==> config.mk <==
export PLATFORM = sky130hd
export DESIGN_NAME = mc_ctrl
export DESIGN_NICKNAME = d
export VERILOG_FILES = /design/src/rtl/mc_ctrl.sv
export SDC_FILE = /design/constraint.sdc
export NUM_CORES = 1
export LEC_CHECK = 0
export ABC_AREA = 1
export BUFFER_PORTS_ARGS = -buffer_cell sky130_fd_sc_hd__buf_2
export CAP_MARGIN = 0
export CORE_MARGIN = 5
export CORE_UTILIZATION = 32
export CTS_CLUSTER_DIAMETER = 150
export CTS_CLUSTER_SIZE = 8
export DETAILED_ROUTE_END_ITERATION = 12
export MAX_ROUTING_LAYER = met4
export PLACE_DENSITY = 0.77
export SYNTH_ARGS = -nofsm -noshare
export SYNTH_HDL_FRONTEND = slang
export SYNTH_SLANG_ARGS = --single-unit
export TNS_END_PERCENT = 1
==> constraint.sdc <==
create_clock -name clk -period 1.7 [get_ports clk]
set_input_delay 0.425 -clock clk [delete_from_list [all_inputs] [get_ports clk]]
set_output_delay 0.425 -clock clk [all_outputs]
set_load 0.02 [all_outputs]
==> src/rtl/mc_ctrl.sv <==
// Multi-cycle control FSM: FETCH/DECODE/EXEC/MEM/WB sequencing and datapath strobes.
// Define MC_CTRL_ILLEGAL_TRAP_EN to trap illegal opcodes; otherwise they retire as NOPs.
module mc_ctrl (
   input  logic        clk,
   input  logic        rst_n,
   input  logic [31:0] instr,
   input  logic        mem_ready,
   input  logic        br_taken,
   output logic        mem_re,
   output logic        mem_we,
   output logic        ir_we,
   output logic        rf_we,
   output logic        pc_we,
   output logic [2:0]  imm_sel,
   output logic        alu_src_b,
   output logic [1:0]  wb_sel,
   output logic [1:0]  pc_sel,
   output logic        instr_done,
   output logic [2:0]  state
);

   typedef enum logic [2:0] {
      StFetch  = 3'd0,
      StDecode = 3'd1,
      StExec   = 3'd2,
      StMem    = 3'd3,
      StWb     = 3'd4,
      StTrap   = 3'd5
   } state_e;

   localparam logic [6:0] OpLoad   = 7'b0000011;
   localparam logic [6:0] OpImm    = 7'b0010011;
   localparam logic [6:0] OpJalr   = 7'b1100111;
   localparam logic [6:0] OpStore  = 7'b0100011;
   localparam logic [6:0] OpBranch = 7'b1100011;
   localparam logic [6:0] OpJal    = 7'b1101111;
   localparam logic [6:0] OpLui    = 7'b0110111;
   localparam logic [6:0] OpAuipc  = 7'b0010111;
   localparam logic [6:0] OpReg    = 7'b0110011;

   state_e     state_q;
   logic [6:0] opcode;
   logic       is_load, is_store, is_branch, is_jal, is_jalr, is_op, is_legal;
   logic [2:0] imm_dec;
   logic       unused_instr;

   assign opcode       = instr[6:0];
   assign unused_instr = ^instr[31:7];
   assign is_load      = (opcode == OpLoad);
   assign is_store     = (opcode == OpStore);
   assign is_branch    = (opcode == OpBranch);
   assign is_jal       = (opcode == OpJal);
   assign is_jalr      = (opcode == OpJalr);
   assign is_op        = (opcode == OpReg);
   assign is_legal     = is_load | is_store | is_branch | is_jal | is_jalr | is_op |
                         (opcode == OpImm) | (opcode == OpLui) | (opcode == OpAuipc);

   always_comb begin
      imm_dec = 3'd0;
      case (opcode)
         OpStore:        imm_dec = 3'd1;
         OpBranch:       imm_dec = 3'd2;
         OpJal:          imm_dec = 3'd3;
         OpLui, OpAuipc: imm_dec = 3'd4;
         default:        imm_dec = 3'd0;
      endcase
   end

   always_ff @(posedge clk or negedge rst_n) begin
      if (!rst_n) begin
         state_q <= StFetch;
      end else begin
         case (state_q)
            StFetch:  if (mem_ready) state_q <= StDecode;
`ifdef MC_CTRL_ILLEGAL_TRAP_EN
            StDecode: state_q <= is_legal ? StExec : StTrap;
`else
            StDecode: state_q <= StExec;
`endif
            StExec: begin
               if (is_load || is_store)         state_q <= StMem;
               else if (is_branch || !is_legal) state_q <= StFetch;
               else                             state_q <= StWb;
            end
            StMem: begin
               if (mem_ready) state_q <= is_load ? StWb : StFetch;
            end
            StWb:    state_q <= StFetch;
            StTrap:  state_q <= StTrap;
            default: state_q <= StFetch;
         endcase
      end
   end

   // Outputs decode from the registered state; FETCH strobes are gated so reset shows all zeros.
   always_comb begin
      mem_re    = 1'b0;
      mem_we    = 1'b0;
      ir_we     = 1'b0;
      rf_we     = 1'b0;
      pc_we     = 1'b0;
      imm_sel   = 3'd0;
      alu_src_b = 1'b0;
      wb_sel    = 2'd0;
      pc_sel    = 2'd0;
      if (state_q inside {StDecode, StExec, StMem, StWb}) begin
         imm_sel   = is_legal ? imm_dec : 3'd0;
         alu_src_b = is_legal && !is_op && !is_branch;
      end
      case (state_q)
         StFetch: begin
            mem_re = rst_n;
            ir_we  = rst_n & mem_ready;
         end
         StExec: begin
            if (is_branch) begin
               pc_we  = 1'b1;
               pc_sel = {1'b0, br_taken};
            end else if (!is_legal) begin
               pc_we = 1'b1;
            end
         end
         StMem: begin
            mem_re = is_load;
            mem_we = is_store;
            pc_we  = is_store & mem_ready;
         end
         StWb: begin
            rf_we  = 1'b1;
            pc_we  = 1'b1;
            wb_sel = is_load ? 2'd1 : ((is_jal || is_jalr) ? 2'd2 : 2'd0);
            pc_sel = is_jal ? 2'd1 : (is_jalr ? 2'd2 : 2'd0);
         end
         default: ;
      endcase
   end

   assign instr_done = pc_we;
   assign state      = state_q;

endmodule

==> impl_results.md, run 1 <==
* Status: complete, but fails checks
* Violated checks: negative setup slack
* Die area at 2290 µm²
* Post-Route WL at 2820 µm
* Tot Pwr at 1030 µW
* Syn avg cell area at 5.47 µm²
* Clk slew on worst S/H paths at 0.03 ns
* NetSw at 532 µW
* Worst Tran Pin Value at 0.235 ns
* Clock sinks at 3
* Rows at 13
* H-tree depth at 1
* Fin crit period at 1.98 ns
* Internal power at 496 µW
* Reg power frac at 16.1%
* Initial antenna violation count at 0
* CP max FO at 5
* # nets final at 181
* Pwr per Cell Area at 897 nW/µm²
* Die Y at 47.9 µm
* Synth unique cells at 18
* #FFs+latches synth at 3
* Area grow syn2layout at 150%
* Final GP Congestion at 0.799
* Max Cap Viol at 0
* Combinational power share at 70.3%
* Vias in the first global route at 767
* Worst Setup EP: instr_done
* VDD IR max at 978 µV
* Total number of vias at 890
* GR Overflow Total at 0
* Place WS at -0.208 ns
* Overall global routing resource usage at 19.5%
* Kind of end point of the critical path: output pin
* Max reg flops at 3
* DRC Markers at 0
* Number of vias per cell at 5.60
* RR Startpoint: state[1]
* LEAKAGE at 0.000583 µW
* Reg2reg end: state[0]
* Setup crit start kind: input pin
* Filler cells at 56
* 1st-pass router iterations at 4
* Core area at 1330 µm²
* Seq/Total Area, Yosys at 16.3%
* CTS Buffer Depth at 2
* DR WL/cell at 17.8 µm
* Synthesized cell area at 459 µm²
* Mapped Nets at 120
* Initial Utilization at 34.4%
* Slew headroom at 84.2%
* DPL Wire Length at 1230 µm
* Fmax at 505 MHz
* Final hold violations at 0
* Hold Path Class: input pin to flop
* DRT antenna net count at 0
* R2r setup slk at 0.36 ns
* Count of final max-slew check failures at 0
* First-pass GRT wire length at 3060 µm
* Sw Share at 51.8%
* Die X at 47.9 µm
* Clock share of power at 13.5%
* I/O pin count at 53
* Required time worst endpoint at 1.27 ns
* Synth warnings at 0
* # port buffers at 27
* Data arrival, critical path at 1.56 ns
* CTS buffer count at 3
* Fraction of layout cells with a size suffix above 1 at 76.4%
* Unrepaired setup endpoints after global routing: yes
* Finish-stage setup viols at 14
* CTS root buffer: clkbuf_4
* N_diodes at 0
* Reg2Reg Depth at 5
* CTS tree: built
* Worst Path Class, Setup: input pin to output pin
* Iteration-0 DRC Markers at 41
* PnR worst setup slack at -0.281 ns
* Period utilization at 117%
* Worst-Skew Late Latency at 0.25 ns
* Crit. Startpoint: instr[6]
* Post-route setup TNS at -2.31 ns
* Clock Skews at 0.0229 ns
* Gate Count Post-Synth at 84
* Largest net degree at the start of global routing at 6
[power groups by stage]
stage,registers (µW),clock network [µW],logic (µW)
2_1_floorplan,151,0,266
3_3_place_gp,125,0,394
3_5_place_dp,125,0,401
4_1_cts,124,141,495
5_1_grt,167,151,764
6_report,166,139,723
[synthesized netlist by cell type]
cell      n  share of area [%]
nand2_1  17                 14
nor2_1   17                 14
inv_1     9                7.4
nand3_1   9                9.8
nand2_2   8                 11
inv_2     5                4.1
a21oi_1   3                3.3
dfrtp_1   3                 16
nand4_1   2                2.7
nor2_4    2                4.9
o21ai_0   2                2.2
a21oi_2   1                1.9
a31o_1    1                1.9
buf_4     1                1.6
nor3_1    1                1.1
o21a_1    1                1.6
o21ai_1   1                1.1
o22ai_1   1                1.4
[how the worst min path moves through the flow]
stage | endpoint | depth (start not counted) | startpoint | slack [ns]
after floorplan | state[0] | 0 | rst_n | 0.13
after global placement | state[1] | 1 | rst_n | 0.22
after detailed placement | state[1] | 1 | rst_n | 0.23
after CTS | state[2] | 3 | mem_ready | 0.49
after global routing | state[2] | 3 | mem_ready | 0.52
final | state[2] | 3 | mem_ready | 0.52
[per-layer routing]
layer	part of all wire, %	vias to the layer above	track usage, %
met1	38	424	23.0
met5	0	-	-
met4	3.2	0	4.30
met2	50	59	32.7
li1	-	394	-
met3	8.9	13	5.64
[metrics by stage]
step                      utilization (%)  cells  hold WS, ns  instance area (µm²)
after global placement               53.7    137        0.224                  716
after CTS                            68.2    151        0.487                  910
after global routing                 85.9    159        0.522                 1150
after floorplan                         -     84        0.129                  483
after detailed placement             53.7    137        0.227                  716
final                                85.9    159        0.525                 1150
[repair_timing]
item / in CTS / in global routing
pin swaps: 9 / 23
hold endpoints to repair: 3 / 0
setup buffers: 9 / 8
setup endpoints to repair: 12 / 14
resized for setup: 30 / 53
hold buffers: 1 / 0
[final cells by class]
| cell class | instances | area, µm² | share of cell area [%] |
|---|---|---|---|
| Multi-Input combinational cell | 66 | 477 | 41.6 |
| Clock buffer | 4 | 26.3 | 2.29 |
| Timing Repair Buffer | 57 | 479 | 41.8 |
| Inverter | 14 | 67.6 | 5.90 |
| Sequential cell | 3 | 77.6 | 6.77 |
| Tap cell | 15 | 18.8 | 1.64 |
[logic make-up after synthesis]
logic type	count (synthesis)	synth area share, %
AO/OA/AOI/OAI	10	13.4
buffers and inverters	15	13.1
AND/OR/NAND/NOR	56	57.2
flip-flops	3	16.3
[cell usage in the layout (no fill, tap or decap), types with 4 or more instances in the layout]
cell type	instances
buf_4	30
buf_6	15
nand2_2	11
nand2_1	10
buf_2	9
nor2_4	7
nor2_2	7
inv_2	6
nor2_1	5
nand3_1	5
inv_4	4
nand2_4	4
[critical path, stage by stage]
cell     delay (ns)
buf_2          0.14
nor2_2         0.17
nand3_1        0.16
nand2_1        0.13
nor2_1         0.07
nand2_2        0.10
nand2_2        0.06
nand2_2        0.09
nand3_4        0.08
buf_6          0.13
No activity file was read; power rests on OpenSTA's default activity.
==> inputs of run 2 (changes only) <==
--- a/config.mk
+++ b/config.mk
@@ -15,2 +15,3 @@
 export DETAILED_ROUTE_END_ITERATION = 12
+export HOLD_SLACK_MARGIN = 0.08
 export MAX_ROUTING_LAYER = met4
==> constraint.sdc (replaced) <==
create_clock -name clk -period 1.7 [get_ports clk]
set_input_delay 0.34 -clock clk [delete_from_list [all_inputs] [get_ports clk]]
set_output_delay 0.34 -clock clk [all_outputs]
set_load 0.02 [all_outputs]
==> impl_results.md, run 2 (same netlist as run 1, synthesis figures left out) <==
* Slew headroom at 85.3%
* Clock sinks at 3
* Worst Path Class, Setup: flop to output pin
* CTS root buffer: clkbuf_4
* Period utilization at 103%
* RR Startpoint: state[2]
* Fmax at 569 MHz
* Pwr per Cell Area at 951 nW/µm²
* CP max FO at 6
* N_diodes at 0
* Reg power frac at 19.6%
* I/O pin count at 53
* Number of vias per cell at 4.81
* Max incr delay on CP at 0.45 ns
* Final GP Congestion at 0.868
* CTS buffer count at 3
* Iteration-0 DRC Markers at 9
* # nets final at 161
* Combinational power share at 62.7%
* Unrepaired setup endpoints after global routing: yes
* # port buffers at 27
* Largest net degree at the start of global routing at 7
* Hold Worst Slack at 0.402 ns
* Die X at 47.9 µm
* Reg2reg end: state[0]
* Finish-stage setup viols at 4
* Critical path's slowest cell: dfrtp_2
* Filler cells at 142
* CTS tree: built
* Sw Share at 50.3%
* Fin crit period at 1.76 ns
* Rows at 13
* Violated checks: negative setup slack
* Vias in the first global route at 610
* Clock Skews at 0.00729 ns
* Required time worst endpoint at 1.36 ns
* Clock share of power at 17.7%
* Status: complete, but fails checks
* DR WL/cell at 10.5 µm
* LEAKAGE at 0.000444 µW
* Max reg flops at 3
* Max Cap Viol at 0
* Setup crit start kind: flop
* DRC Markers at 0
* VDD IR max at 345 µV
* Clk slew on worst S/H paths at 0.04 ns
* 1st-pass router iterations at 4
* Worst Setup EP: alu_src_b
* R2r setup slk at 0.41 ns
* H-tree depth at 1
* Most frequent cells in the layout: 18 x buf_2, 18 x buf_4, 16 x nand2_1
* Worst-Skew Late Latency at 0.24 ns
* Kind of end point of the critical path: output pin
* Crit. Startpoint: state[1]
* Overall global routing resource usage at 14.3%
* CTS Buffer Depth at 2
* Internal power at 371 µW
* DPL Wire Length at 1140 µm
* Worst Tran Pin Value at 0.220 ns
* Area grow syn2layout at 70.8%
* Count of final max-slew check failures at 0
* GR Overflow Total at 0
* First-pass GRT wire length at 2240 µm
* Hold Path Class: input pin to flop
* Reg2Reg Depth at 6
* NetSw at 375 µW
* Post-Route WL at 1460 µm
* Initial Utilization at 34.4%
* Fraction of layout cells with a size suffix above 1 at 53.2%
* DRT antenna net count at 0
* Worst path most repeated cell: buf_4
* PnR worst setup slack at -0.0588 ns
* Initial antenna violation count at 0
* Tot Pwr at 746 µW
* Data arrival, critical path at 1.42 ns
* Die Y at 47.9 µm
* Core area at 1330 µm²
* Critical-path cell list: buf_4, nand3_4, nand4_1, nand2_1, nor2_1, buf_4
* Total number of vias at 668
* Final hold violations at 0
* Die area at 2290 µm²
==> run 2: cell types whose count changed in the layout (fill, tap and decap cells not counted), sizes merged <==
cell and change:
buf -20
==> run 2: worst min-delay path by stage <==
stage	depth (start not counted)	endpoint	start	slack, ns
after floorplan	0	state[0]	rst_n	0.04
after global placement	1	state[1]	rst_n	0.14
after detailed placement	1	state[1]	rst_n	0.14
after CTS	3	state[2]	mem_ready	0.40
after global routing	3	state[2]	mem_ready	0.40
final	3	state[2]	mem_ready	0.40
==> run 2: cell type report <==
type / count / area (µm²) / area share [%]
multi-input combinational: 66 / 374 / 47.7
inverter: 14 / 52.6 / 6.70
sequential: 3 / 77.6 / 9.89
clock buffer: 4 / 26.3 / 3.35
timing repair buffer: 37 / 235 / 30.0
tap: 15 / 18.8 / 2.39
==> run 2: what timing repair did <==
item                       CTS  global route
gates resized for setup     13             8
setup buffers                4             2
pin swaps                    4             1
setup endpoints to repair    8            12
hold buffers                 1             0
hold endpoints to repair     3             0
==> run 2: per-stage QoR <==
step / instances / setup slack [ns] / instance area [µm²] / TNS (ns) / util (%)
after detailed placement: 128 / -0.00969 / 641 / -0.0310 / 48.0
after floorplan: 84 / 0.0364 / 472 / 0 / -
final: 139 / -0.0588 / 785 / -0.171 / 58.8
after global routing: 139 / -0.166 / 785 / -1.11 / 58.8
after global placement: 128 / 0.0157 / 641 / 0 / 48.0
after CTS: 137 / -0.0349 / 742 / -0.127 / 55.6
==> run 2: metal layers <==
| layer | wire length, µm | GRT usage, % | up-vias | share of wire (%) |
|---|---|---|---|---|
| li1 | - | - | 345 | - |
| met1 | 536 | 14.3 | 300 | 37 |
| met2 | 802 | 24.5 | 21 | 55 |
| met3 | 96 | 1.88 | 2 | 6.6 |
| met4 | 25 | 11.3 | 0 | 1.7 |
| met5 | 0 | - | - | 0 |
==> run 2: power groups by stage <==
stage / logic, µW / clock network, µW / registers [µW]
floorplan: 251 / 0 / 151
detailed placement: 376 / 0 / 126
finish: 468 / 132 / 146
CTS: 405 / 137 / 148
global route: 518 / 147 / 149
global placement: 369 / 0 / 123
==> run 2: worst max-delay path: cells and delay by family (launching register included) <==
kind                   cells  cell delay [ns]
buffers and inverters      2             0.31
DFF                        1             0.45
and+or+nand+nor            4             0.40
